===== src/rtl/div_seq_pkg.sv =====
// Shared types and sizing for the sequential restoring divider.
package div_seq_pkg;

    typedef enum logic [1:0] {
        IDLE,
        CALC,
        DONE
    } state_t;

    localparam int unsigned DEFAULT_BITS  = 4;
    localparam int unsigned DEFAULT_CNT_W = $clog2(DEFAULT_BITS);

    // Width of the iteration counter, which must hold BITS-1.
    function automatic int unsigned cnt_width(input int unsigned bits);
        return $clog2(bits);
    endfunction

endpackage


===== src/rtl/div_step.sv =====
// One combinational restoring-division iteration: shift in a dividend bit, compare, subtract.
module div_step #(
    parameter int unsigned BITS = 4
) (
    input  logic [BITS-1:0] partial_rem,
    input  logic            next_bit,
    input  logic [BITS-1:0] divisor,
    output logic [BITS-1:0] new_rem,
    output logic            q_bit
);

    logic [BITS:0]   tmp;
    logic [BITS-1:0] diff;

    always_comb begin
        tmp   = {partial_rem, next_bit};
        q_bit = (tmp >= {1'b0, divisor});
        // When the subtraction is taken the result is below divisor, so the low BITS suffice.
        diff    = tmp[BITS-1:0] - divisor;
        new_rem = q_bit ? diff : tmp[BITS-1:0];
    end

endmodule


===== src/rtl/div_sequencer.sv =====
// Multi-cycle restoring divider with valid/ready request and response channels.
// Optional macro DIV_SEQUENCER_SHORTCUT_EN: zero divisor or dividend<divisor completes at the accept edge.
module div_sequencer
    import div_seq_pkg::*;
#(
    parameter int unsigned BITS = DEFAULT_BITS
) (
    input  logic            clk,
    input  logic            rst,
    input  logic            req_valid,
    output logic            req_ready,
    input  logic [BITS-1:0] req_dividend,
    input  logic [BITS-1:0] req_divisor,
    output logic            rsp_valid,
    input  logic            rsp_ready,
    output logic [BITS-1:0] rsp_quotient,
    output logic [BITS-1:0] rsp_remainder,
    output logic            rsp_div_by_zero,
    output logic            busy
);

    localparam int unsigned CNT_W = cnt_width(BITS);

    state_t          state;
    logic [BITS-1:0] q_sr;
    logic [BITS-1:0] rem;
    logic [BITS-1:0] divisor_r;
    logic [CNT_W-1:0] cnt;
    logic            dbz;
    logic [BITS-1:0] new_rem;
    logic            q_bit;

    div_step #(
        .BITS(BITS)
    ) u_step (
        .partial_rem(rem),
        .next_bit   (q_sr[BITS-1]),
        .divisor    (divisor_r),
        .new_rem    (new_rem),
        .q_bit      (q_bit)
    );

    // The working registers double as the result registers once DONE is reached.
    assign rsp_quotient    = q_sr;
    assign rsp_remainder   = rem;
    assign rsp_div_by_zero = dbz;

    always_ff @(posedge clk) begin
        if (rst) begin
            state     <= IDLE;
            req_ready <= 1'b1;
            rsp_valid <= 1'b0;
            busy      <= 1'b0;
            q_sr      <= '0;
            rem       <= '0;
            divisor_r <= '0;
            cnt       <= '0;
            dbz       <= 1'b0;
        end else begin
            case (state)
                IDLE: begin
                    if (req_valid && req_ready) begin
                        divisor_r <= req_divisor;
                        q_sr      <= req_dividend;
                        rem       <= '0;
                        cnt       <= CNT_W'(BITS - 1);
                        dbz       <= (req_divisor == '0);
                        req_ready <= 1'b0;
`ifdef DIV_SEQUENCER_SHORTCUT_EN
                        if ((req_divisor == '0) || (req_dividend < req_divisor)) begin
                            q_sr      <= {BITS{req_divisor == '0}};
                            rem       <= req_dividend;
                            state     <= DONE;
                            rsp_valid <= 1'b1;
                        end else begin
                            state <= CALC;
                            busy  <= 1'b1;
                        end
`else
                        state <= CALC;
                        busy  <= 1'b1;
`endif
                    end
                end
                CALC: begin
                    q_sr <= {q_sr[BITS-2:0], q_bit};
                    rem  <= new_rem;
                    if (cnt == '0) begin
                        state     <= DONE;
                        busy      <= 1'b0;
                        rsp_valid <= 1'b1;
                    end else begin
                        cnt <= cnt - 1'b1;
                    end
                end
                DONE: begin
                    if (rsp_valid && rsp_ready) begin
                        state     <= IDLE;
                        rsp_valid <= 1'b0;
                        req_ready <= 1'b1;
                    end
                end
                default: state <= IDLE;
            endcase
        end
    end

endmodule

===== config.mk =====
export PLATFORM = sky130hd
export DESIGN_NAME = div_sequencer
export DESIGN_NICKNAME = d
export VERILOG_FILES = /design/src/rtl/div_seq_pkg.sv /design/src/rtl/div_step.sv /design/src/rtl/div_sequencer.sv
export SDC_FILE = /design/constraint.sdc
export NUM_CORES = 1
export LEC_CHECK = 0
export BUFFER_PORTS_ARGS = -buffer_cell sky130_fd_sc_hd__buf_4
export CAP_MARGIN = 10
export CORE_MARGIN = 5
export CORE_UTILIZATION = 25
export CTS_BUF_LIST = sky130_fd_sc_hd__clkbuf_16
export DETAILED_ROUTE_END_ITERATION = 6
export GPL_TIMING_DRIVEN = 0
export PLACE_DENSITY = 0.41
export SLEW_MARGIN = 20
export SYNTH_ARGS = -nofsm -noshare
export SYNTH_HDL_FRONTEND = slang
export SYNTH_HIERARCHICAL = 1
export SYNTH_SLANG_ARGS = --single-unit

===== constraint.sdc =====
create_clock -name clk -period 4.78 [get_ports clk]
set_input_delay 1.195 -clock clk [delete_from_list [all_inputs] [get_ports clk]]
set_output_delay 1.195 -clock clk [all_outputs]
set_load 0.005 [all_outputs]

; ---- Word level (Yosys, flattened, before mapping)
; Index checks and enable logic that the tools add are counted.
[totals]
reg_bits = 20
in_bits = 12
wordCells = 54
[op_classes]
add_sub_neg = 2
magnitude_cmp = 1
n_eq_ne = 6
n_mux = 21
reduce_logical = 15
[ops]
columns = operator, n
row1 = $pmux W4 S2, 2
row2 = $reduce_and A3 Y1, 5
row3 = $mux W4, 3
row4 = $mux W2, 5
row5 = $ne A2 B2 Y1 const B, 4
row6 = $mux W1, 6
row7 = $pmux W1 S2, 3
row8 = $pmux W2 S3, 1
row9 = $reduce_bool A2 Y1, 3
row10 = $ge A5 B4 Y1, 1
row11 = $logic_not A2 Y1, 2
row12 = $logic_not A4 Y1, 1
row13 = $pmux W2 S2, 1
row14 = $reduce_and A2 Y1, 2
row15 = $sub A4 B4 Y4, 1
row16 = $eq A2 B1 Y1 const B, 1
row17 = $eq A2 B2 Y1 const B, 1
row18 = $logic_and A1 B1 Y1, 2
row19 = $sub A2 B1 Y2 const B, 1

; ---- Depth between registers and ports, before layout
; Gate-level depths: netlist of the first run.
[depth]
depth_word = 3
mapped_depth = 8

; ---- Modules after synthesis
; Netlist of the first run, hierarchy kept.
[by_module_without_submodules]
columns = mod, n_inst, cells_per_inst, area_per_inst_um2, seq_area_each_um2
row1 = div_sequencer, 1, 97, 852.1, 400.4
row2 = div_step, 1, 28, 224.0, 0.0

; ---- Worst setup path after synthesis of the first run
; Ideal clock, no wire load.
[synth_path]
kind = input to register
startpoint = input port req_valid
endpoint = register q_sr[0] (netlist: rsp_quotient[0])
arrival_time_ps = 1743
setup_slack_ps = 2904
path_stages = 4
n_path_buf = 1
path_cell_list = and4bb_2 -> buf_6 -> a22oi_1 -> a21oi_1
[synth_via]
elab_chain_cells = 3
[synth_rtl]
columns = element, line
row1 = "start, declared", div_sequencer.sv:10  ; input logic req_valid,
row2 = $logic_and A1 B1 Y1, div_sequencer.sv:62  ; if (req_valid && req_ready) begin
row3 = $ne A2 B2 Y1 (no source line), n/a
row4 = $reduce_and A2 Y1 (no source line), n/a
row5 = "end signal, assigned", div_sequencer.sv:64  ; q_sr <= req_dividend;
row6 = "end signal, assigned", div_sequencer.sv:86  ; q_sr <= {q_sr[BITS-2:0], q_bit};
row7 = "end, declared", div_sequencer.sv:25  ; logic [BITS-1:0] q_sr;
; No other way between the ends.
; A chain may end at the register's enable or synchronous reset.

; ---- Worst setup path in the final report of the first run
[layout_path]
startpoint = register req_ready
endpoint = output port req_ready
[layout_rtl]
columns = element, line
row1 = "start, declared", div_sequencer.sv:11  ; output logic req_ready,
row2 = "start signal, assigned", div_sequencer.sv:51  ; req_ready <= 1'b1;
row3 = "start signal, assigned", div_sequencer.sv:68  ; req_ready <= 1'b0;
row4 = "start signal, assigned", div_sequencer.sv:100  ; req_ready <= 1'b1;
; No word-level cell between the ends.

==> results of run 1 <==
-- per-stage QoR --
stage / hold WS [ns] / instances / power [mW] / utilization (%)
6_report: 0.4554 / 200 / 0.5077 / 33.74
3_5_place_dp: 0.4489 / 197 / 0.3465 / 31.90
5_1_grt: 0.4907 / 200 / 0.5450 / 33.74
2_1_floorplan: 0.4363 / 125 / 0.3027 / -
3_3_place_gp: 0.4453 / 197 / 0.3442 / 31.90
4_1_cts: 0.4568 / 200 / 0.5183 / 33.74
-- registers in the layout, summed over array words and instances, names as in the netlist, 2 cells and up --
name and cells:
cnt 2, state 2, divisor_r 4, rsp_remainder 4, rsp_quotient 4
-- final timing paths --
check | start | endpoint | slack [ns]
setup / recovery | req_ready | req_ready | 2.80
hold / removal | rsp_div_by_zero | rsp_div_by_zero | 0.46
setup reg to reg | rsp_quotient[3] | rsp_remainder[2] | 3.07
hold reg to reg | rsp_div_by_zero | rsp_div_by_zero | 0.46
-- cells in the final DEF (no fill, tap or decap) --
cell and n:
dfxtp_1 20, xnor2_1 1, nand2b_1 3, mux2_4 1, mux2i_1 2, nor2_2 1
nand4bb_2 1, nor2b_1 1, buf_4 25, a21oi_4 1, a21oi_1 18, nor3b_4 1
nand3b_1 1, a31oi_1 1, nor3_1 2, a21o_1 1, nand4_1 1, ha_1 5
a221oi_1 1, inv_1 9, o21ai_2 1, and4bb_2 1, o21bai_1 1, nand2_1 17
clkbuf_16 3, o21ai_0 1, nor4_1 1, nand2_2 1, nor3_2 1, and2b_1 1
nand3_1 8, buf_6 2, nor4_2 1, clkbuf_1 2, a22oi_1 3, nor2_4 1
fa_1 1, nor2_1 8
-- per-layer routing --
layer / GRT usage [%] / vias up / wire length [µm]
met5: 0 / - / 0
met4: 2.330 / 0 / 17
met3: 3.958 / 2 / 185
met2: 15.72 / 21 / 1129
met1: 12.40 / 428 / 1151
li1: - / 475 / -
-- layout make-up --
cell class                 count  share of cell area [%]
buffer                         7                   3.811
multi-input combinational     89                   42.74
clock buffer                   3                   5.445
inverter                       9                   2.450
sequential                    20                   29.04
timing repair buffer          22                   11.98
tap                           50                   4.537
-- cell families after synthesis --
kind of cell / synth area share (%)
compound gates: 16.05
fa+ha+maj: 7.674
mux: 3.255
buf+inv: 8.023
simple gates: 26.98
xor+xnor: 0.8141
flops: 37.21
-- where the power goes --
| part | internal, mW | switching, mW |
|---|---|---|
| Combinational | 0.0708 | 0.0730 |
| Clock | 0.110 | 0.0577 |
| Sequential | 0.183 | 0.0130 |
| Total | 0.364 | 0.144 |
==> impl_metrics.env, run 1 <==
export IMPL_power_density_nw_per_um2=368.2
export IMPL_die_w_um=75.61
export IMPL_dr_total_vias=926
export IMPL_synth_enable_flop_cells=0
export IMPL_cts_buffer_depth=2
export IMPL_htreeDepth=1
export IMPL_post_route_period_util_pct=41.52
export IMPL_synthDistinctLibCells=37
export IMPL_fill_cells=458
export IMPL_clock_latency_ns=0.25
export IMPL_synth_common_cells="20 x dfxtp_1, 18 x a21oi_1, 17 x nand2_1"
export IMPL_grt_pass1_vias=938
export IMPL_cts_root_buf="clkbuf_16"
export IMPL_slowest_stage="dfxtp_1"
export IMPL_finalSetupTns_ns=0
export IMPL_seq_area_um2=400.4
export IMPL_cp_required_ns=3.59
export IMPL_antenna_found_initial=0
export IMPL_tightestPinTransition_ns=0.5338
export IMPL_ys_seq_area_share_pct=37.21
export IMPL_synth_main_ff_cell="dfxtp_1"
export IMPL_cp_arrival_ns=0.79
export IMPL_vias_per_cell=4.630
export IMPL_syn_area_per_cell_um2=8.608
export IMPL_outcome="completed"
export IMPL_criticalPathCategory="reg2out"
export IMPL_fin_area_um2=1379
export IMPL_cp_start_kind="register"
export IMPL_ctsResizeCount=0
export IMPL_core_area_um2=4086
export IMPL_grt_usage_pct=9.826
export IMPL_rsz0062_at_grt="no"
export IMPL_crit_family="flip-flops"
export IMPL_ant_nets=0
export IMPL_numCtsBuffers=3
export IMPL_synth_top_area_share_pct=37.21
export IMPL_crit_cells=1
export IMPL_drcViolationCount=0
export IMPL_dr_pass1_iters=4
export IMPL_multi_input_area_um2=589.3
export IMPL_grt_max_degree=11
export IMPL_dp_slack_ns=2.677
export IMPL_slew_viol_final=0
export IMPL_period_needed_ns=1.984
export IMPL_reg2reg_depth=8
export IMPL_cts_tree="yes"
export IMPL_path_buf_inv=1
export IMPL_finalSetupViolCount=0
export IMPL_ys_async_sr_fraction_pct=0
export IMPL_post_cts_buffers=0
export IMPL_cp_end_kind="output port"
export IMPL_fin_skew_ns=0.002290
export IMPL_grt_pass1_wl_mm=4.284
export IMPL_clkSinkCount=20
export IMPL_numPortBuffers=22
export IMPL_core_rowCount=23
export IMPL_dieArea_um2=5716
export IMPL_ir_drop_uv=183.3
export IMPL_synth_area_leader_cell="dfxtp_1"
export IMPL_placed_cell_area_um2=1304
export IMPL_power_leakage_nw=0.5457
export IMPL_detail_route_wl_per_cell_um=12.42
export IMPL_hold_class="reg2reg"
export IMPL_fmax_mhz=503.9
export IMPL_ys_top_cells_by_area="dfxtp_1 37%, a21oi_1 8.4%, nand2_1 5.9%, ha_1 5.8%, nand3_1 3.7%"
export IMPL_worst_slack_ns=2.796
export IMPL_ys_ff_latch=20
export IMPL_die_h_um=75.61
export IMPL_whs_path_depth=2
export IMPL_overflow=0
export IMPL_maxSlewHeadroom_pct=64.41
export IMPL_drive_gt1_share_pct=27.33
export IMPL_start_util_pct=26.33
export IMPL_cp_cell_sequence="buf_4"
export IMPL_place_gp_congestion=0.6802
export IMPL_antenna_cells=0
export IMPL_postSynthCellCount=125
export IMPL_layout_nets=170
export IMPL_cts_clk_slew_worst_paths_ns=0.05
export IMPL_drtIter0Drc=21
export IMPL_hpwl_mm=1.929
export IMPL_pin_count=24
export IMPL_critPathMaxFanout=5
export IMPL_wl_mm=2.483
export IMPL_syn_to_final_growth_pct=28.14
export IMPL_syn_nets=143
export IMPL_max_stage_delay_ns=0.40
export IMPL_synth_most_common_cell="dfxtp_1"
export IMPL_finalHoldViolCount=0
export IMPL_yosys_warnings=6
export IMPL_synth_area_um2=1076
export IMPL_drv_cap=0
export IMPL_cts_hold_buffers=0
Note: power is estimated with default switching activity, not from simulation.
==> run 2, diff against run 1 <==
--- a/config.mk
+++ b/config.mk
@@ -5,6 +5,7 @@
 export SDC_FILE = /design/constraint.sdc
 export NUM_CORES = 1
 export LEC_CHECK = 0
+export ABC_AREA = 1
 export BUFFER_PORTS_ARGS = -buffer_cell sky130_fd_sc_hd__buf_4
 export CAP_MARGIN = 10
 export CORE_MARGIN = 5
==> constraint.sdc (replaced) <==
create_clock -name clk -period 2 [get_ports clk]
set_input_delay 0.5 -clock clk [delete_from_list [all_inputs] [get_ports clk]]
set_output_delay 0.5 -clock clk [all_outputs]
set_load 0.005 [all_outputs]
==> run 2 against run 1 <==
Effect of this change: final cell count grew 15%; critical path type is now reg2reg; sequential cell count stayed put; highest routed layer unchanged; critical path depth grew 7; combinational power grew to 3.4 times the previous value; first-iteration DRC count rose by 29%; sequential share of layout area down 0.31 points; worst hold slack got worse by 0.041 ns; critical endpoint is now rsp_remainder[2]; register-to-register slack worse by 2.7 ns; synthesized cell count up 22%; power grew to 2.7 times the previous value.
==> impl_metrics.env, run 2 <==
export IMPL_dieArea_um2=5740
export IMPL_cts_clk_slew_worst_paths_ns=0.06
export IMPL_outcome="completed"
export IMPL_postSynthCellCount=152
export IMPL_die_h_um=75.76
export IMPL_r2r_end="rsp_remainder[2]"
export IMPL_critPathMaxFanout=4
export IMPL_synth_enable_flop_cells=0
export IMPL_post_cts_buffers=0
export IMPL_cp_arrival_ns=1.78
export IMPL_syn_nets=170
export IMPL_antenna_found_initial=0
export IMPL_grt_usage_pct=10.46
export IMPL_reg2reg_depth=8
export IMPL_layout_nets=198
export IMPL_numPortBuffers=23
export IMPL_hpwl_mm=2.167
export IMPL_drcViolationCount=0
export IMPL_ir_drop_uv=336.7
export IMPL_cp_end_kind="register"
export IMPL_wl_met3_um=76
export IMPL_tightestPinTransition_ns=0.5077
export IMPL_place_gp_congestion=0.7092
export IMPL_finalSetupTns_ns=0
export IMPL_cp_start_kind="register"
export IMPL_numCtsBuffers=3
export IMPL_ant_nets=0
export IMPL_rrSetupSlack_ns=0.40
export IMPL_synth_main_ff_cell="dfxtp_1"
export IMPL_r2r_start="rsp_quotient[3]"
export IMPL_ys_ff_latch=20
export IMPL_period_needed_ns=1.601
export IMPL_wl_met1_mm=1.238
export IMPL_clock_latency_ns=0.25
export IMPL_hp_start="rst"
export IMPL_cts_root_buf="clkbuf_16"
export IMPL_drv_cap=0
export IMPL_core_area_um2=4264
export IMPL_ys_seq_area_share_pct=37.04
export IMPL_vias_per_cell=4.396
export IMPL_ys_top_cells_by_area="dfxtp_1 37%, nand2_1 12%, nand3_1 7.9%, nor2_1 6.9%, a21oi_1 6.0%"
export IMPL_wl_mm=2.691
export IMPL_grt_pass1_wl_mm=4.560
export IMPL_ys_async_sr_fraction_pct=0
export IMPL_overflow=0
export IMPL_whs_path_depth=2
export IMPL_synth_top_area_share_pct=37.04
export IMPL_finalSetupViolCount=0
export IMPL_antenna_cells=0
export IMPL_criticalPathCategory="reg2reg"
export IMPL_fin_skew_ns=0.003206
export IMPL_yosys_warnings=6
export IMPL_met2WireLength_mm=1.327
export IMPL_start_util_pct=25.35
export IMPL_drtIter0Drc=27
export IMPL_dr_pass1_iters=4
export IMPL_core_rowCount=24
export IMPL_cts_tree="yes"
export IMPL_hold_path_endpoint="rsp_quotient[0]"
export IMPL_dr_total_vias=1011
export IMPL_grt_max_degree=11
export IMPL_cts_buffer_depth=2
export IMPL_final_cell_mix="34 x nand2_1, 23 x buf_4, 20 x nor2_1, 20 x dfxtp_1"
export IMPL_rsz0062_at_grt="no"
export IMPL_synth_area_leader_cell="dfxtp_1"
export IMPL_fin_util_pct=32.69
export IMPL_fmax_mhz=624.6
export IMPL_cts_hold_buffers=0
export IMPL_clkSinkCount=20
export IMPL_cp_required_ns=2.18
export IMPL_synth_area_um2=1081
export IMPL_pin_count=24
export IMPL_synthDistinctLibCells=22
export IMPL_hold_class="in2reg"
export IMPL_grt_pass1_vias=1043
export IMPL_finalHoldViolCount=0
export IMPL_ctsResizeCount=0
export IMPL_syn_area_per_cell_um2=7.112
export IMPL_power_density_nw_per_um2=995.0
export IMPL_htreeDepth=1
export IMPL_die_w_um=75.76
export IMPL_slew_viol_final=0
export IMPL_maxSlewHeadroom_pct=66.16
export IMPL_mostFrequentLayoutCell="nand2_1"
export IMPL_syn_to_final_growth_pct=28.94
export IMPL_drive_gt1_share_pct=22.47
export IMPL_post_route_period_util_pct=80.05
export IMPL_power_leakage_nw=0.6580
export IMPL_detail_route_wl_per_cell_um=11.70
export IMPL_topRoutingLayerUsed="met4"
export IMPL_synth_common_cells="34 x nand2_1, 20 x dfxtp_1, 20 x nor2_1"
export IMPL_synth_most_common_cell="nand2_1"
-- run 2: cell count changes after synthesis, sizes merged, moves of 3 or more --
cell	before	now
nand2	18	39
nor2	10	22
inv	9	19
nand3	8	17
a21oi	19	14
o21ai	2	6
a22oi	3	0
buf	5	2
nand2b	3	0
nor3	3	0
-- run 2: cell type report --
class	count	area, µm²
fill	492	2870
timing repair buffer	23	172.7
sequential	20	400.4
inverter	19	71.32
buffer	3	26.28
clock buffer	3	75.07
tap	52	65.06
multi-input combinational	110	583.1
-- run 2: how the worst max path moves through the flow --
stage	start	cells past startpoint	endpoint	slack (ns)
after detailed placement	rsp_quotient[3]	10	rsp_remainder[2]	0.40
after floorplan	rsp_quotient[3]	8	rsp_remainder[2]	0.55
after CTS	rsp_quotient[3]	8	rsp_remainder[2]	0.38
after global routing	rsp_quotient[3]	8	rsp_remainder[2]	0.21
final	rsp_quotient[3]	8	rsp_remainder[2]	0.40
after global placement	rsp_quotient[3]	10	rsp_remainder[2]	0.42
-- run 2: critical path, stage by stage (launching register included) --
cell and delay, ns:
dfxtp_1 0.38, inv_1 0.06, ha_1 0.23, fa_1 0.39
xnor2_1 0.15, nand2_1 0.07, nand2_1 0.06, nand2_1 0.06
a21oi_1 0.14
-- run 2: logic make-up (layout without fill, tap and decap cells) --
kind of cell    count (synthesis)  after routing  share of synthesized area (%)
compound gates                 21             21                          10.30
xor+xnor                        1              1                         0.8103
fa+ha+maj                       6              6                          7.639
buf+inv                        22             48                          9.027
flops                          20             20                          37.04
simple gates                   82             82                          35.19
-- run 2: stage by stage --
stage	hold WS, ns	cells	worst slack (ns)	power, mW	cell area (µm²)
6_report	0.4142	230	0.3990	1.387	1394
5_1_grt	0.4242	230	0.2076	1.488	1394
4_1_cts	0.4112	230	0.3806	1.410	1394
3_5_place_dp	0.4609	227	0.4022	0.9926	1319
3_3_place_gp	0.4527	227	0.4229	0.9822	1319
2_1_floorplan	0.4392	152	0.5484	0.8419	1081
-- run 2: routing by layer --
layer,up-vias,GRT usage [%]
li1,540,-
met1,449,12.64
met2,16,17.87
met3,6,1.979
met4,0,4.660
met5,-,0
-- run 2: report_power, final --
group	switching (mW)	total, mW	leakage, nW	internal, mW
clock network	0.146	0.409	0.0370	0.264
logic	0.287	0.488	0.457	0.202
registers	0.0401	0.489	0.164	0.449
==> run 3, diff against run 2 <==
--- a/config.mk
+++ b/config.mk
@@ -13,7 +13,7 @@
 export CTS_BUF_LIST = sky130_fd_sc_hd__clkbuf_16
 export DETAILED_ROUTE_END_ITERATION = 6
 export GPL_TIMING_DRIVEN = 0
-export PLACE_DENSITY = 0.41
+export PLACE_DENSITY = 0.42
 export SLEW_MARGIN = 20
 export SYNTH_ARGS = -nofsm -noshare
 export SYNTH_HDL_FRONTEND = slang
==> constraint.sdc (replaced) <==
create_clock -name clk -period 1.4 [get_ports clk]
set_input_delay 0.35 -clock clk [delete_from_list [all_inputs] [get_ports clk]]
set_output_delay 0.35 -clock clk [all_outputs]
set_load 0.005 [all_outputs]
==> run 3 against run 2 <==
Effect of this change: the flow now finishes with violations (setup timing); fmax is 12% higher; power is 55% higher; worst hold slack worse by 0.15 ns; clock power is 41% higher; global-route usage hardly changed; setup slack worse by 0.43 ns; design area is 11% higher.
==> impl_metrics.env, run 3 (same netlist as run 2, synthesis figures left out) <==
export IMPL_die_h_um=75.76
export IMPL_detail_route_wl_per_cell_um=11.73
export IMPL_rrSetupSlack_ns=-0.03
export IMPL_numCtsBuffers=3
export IMPL_cp_arrival_ns=1.54
export IMPL_outcome="finished, violations left"
export IMPL_syn_to_final_growth_pct=42.82
export IMPL_reg2reg_depth=8
export IMPL_place_gp_congestion=0.7574
export IMPL_fill_cells=472
export IMPL_layout_nets=201
export IMPL_worst_slack_ns=-0.02785
export IMPL_hold_path_endpoint="rsp_quotient[0]"
export IMPL_antenna_found_initial=0
export IMPL_mostFrequentLayoutCell="nand2_1"
export IMPL_period_needed_ns=1.428
export IMPL_power_density_nw_per_um2=1388
export IMPL_ant_nets=0
export IMPL_maxSlewHeadroom_pct=63.92
export IMPL_clkSinkCount=20
export IMPL_numPortBuffers=23
export IMPL_placed_cell_area_um2=1323
export IMPL_dr_pass1_iters=4
export IMPL_cts_buffer_depth=2
export IMPL_cts_root_buf="clkbuf_16"
export IMPL_ir_drop_uv=467.5
export IMPL_grt_max_degree=11
export IMPL_tightestPinTransition_ns=0.5412
export IMPL_overflow=0
export IMPL_wl_mm=2.733
export IMPL_finalSetupViolCount=5
export IMPL_drcViolationCount=0
export IMPL_slew_viol_final=0
export IMPL_cp_required_ns=1.51
export IMPL_dr_total_vias=1030
export IMPL_fmax_mhz=700.4
export IMPL_hp_start="rst"
export IMPL_vias_per_cell=4.421
export IMPL_pin_count=24
export IMPL_drtIter0Drc=25
export IMPL_finalHoldViolCount=0
export IMPL_hold_class="in2reg"
export IMPL_grt_pass1_vias=1051
export IMPL_rsz0062_at_grt="yes"
export IMPL_drive_gt1_share_pct=39.78
export IMPL_cp_end_kind="register"
export IMPL_antenna_cells=0
export IMPL_final_cell_mix="27 x nand2_1, 26 x buf_4, 19 x nor2_1, 16 x nand3_1"
export IMPL_hpwl_mm=2.077
export IMPL_cts_tree="yes"
export IMPL_drv_cap=0
export IMPL_crit_path_start="rsp_quotient[3]"
export IMPL_fin_area_um2=1544
export IMPL_die_w_um=75.76
export IMPL_violations="setup timing"
export IMPL_r2r_end="rsp_remainder[1]"
export IMPL_core_rowCount=24
export IMPL_post_route_period_util_pct=102.0
export IMPL_criticalPathCategory="reg2reg"
export IMPL_clock_latency_ns=0.25
export IMPL_power_leakage_nw=0.6884
export IMPL_fin_skew_ns=0.001392
export IMPL_grt_usage_pct=10.50
export IMPL_p_total_mw=2.143
export IMPL_dieArea_um2=5740
export IMPL_htreeDepth=1
export IMPL_r2r_start="rsp_quotient[3]"
export IMPL_core_area_um2=4264
export IMPL_start_util_pct=25.35
export IMPL_cts_clk_slew_worst_paths_ns=0.05
export IMPL_cp_start_kind="register"
export IMPL_grt_pass1_wl_mm=4.554
export IMPL_whs_path_depth=2
export IMPL_critPathMaxFanout=2
-- run 3: power breakdown --
group	leakage, nW	internal (mW)	switching [mW]
clock	0.0370	0.376	0.199
sequential	0.167	0.646	0.0630
combinational	0.484	0.391	0.468
total	0.688	1.41	0.730
-- run 3: metrics by stage --
| step | util (%) | setup WS [ns] | hold WS [ns] | TNS, ns | instances |
|---|---|---|---|---|---|
| 3_5_place_dp | 31.02 | -0.1782 | 0.4573 | -0.6917 | 227 |
| 2_1_floorplan | - | 0.005858 | 0.4191 | 0 | 152 |
| 3_3_place_gp | 31.02 | -0.1247 | 0.4514 | -0.5653 | 227 |
| 4_1_cts | 34.77 | -0.03657 | 0.2629 | -0.08793 | 232 |
| 5_1_grt | 36.21 | -0.1178 | 0.2741 | -0.5647 | 233 |
| 6_report | 36.21 | -0.02785 | 0.2657 | -0.08739 | 233 |
-- run 3: layout make-up --
cell class | instances | area (µm²) | share of cell area, %
tap | 52 | 65.06 | 4.214
inverter | 19 | 71.32 | 4.619
timing repair buffer | 26 | 195.2 | 12.64
multi-input combinational | 110 | 699.4 | 45.30
clock buffer | 3 | 75.07 | 4.862
buffer | 3 | 26.28 | 1.702
sequential | 20 | 411.6 | 26.66
-- run 3: worst max-delay path by stage --
stage / to / cells after the start
final: rsp_remainder[1] / 8
after global routing: rsp_remainder[3] / 9
after CTS: rsp_remainder[2] / 8
after detailed placement: rsp_remainder[3] / 8
after global placement: rsp_remainder[2] / 9
after floorplan: rsp_quotient[0] / 9
-- run 3: timing repair --
item,in CTS,in global routing
setup endpoints to repair,5,5
pin swaps,13,11
hold buffers,0,0
setup buffers,2,1
resized for setup,18,14
cloned,0,0
-- run 3: metal layers --
layer	track usage [%]	share of wire [%]	up-vias
met5	0	0	-
met4	4.078	1.1	0
met3	1.979	3.7	4
met2	18.35	49	16
met1	12.61	46	464
li1	-	-	546
-- run 3: worst max-delay path, stage by stage (launching register included) --
cell     delay [ns]
dfxtp_2        0.33
inv_2          0.04
ha_4           0.15
fa_2           0.52
inv_2          0.04
nand2_2        0.05
nand2_2        0.04
nand2_1        0.07
a21oi_2        0.05
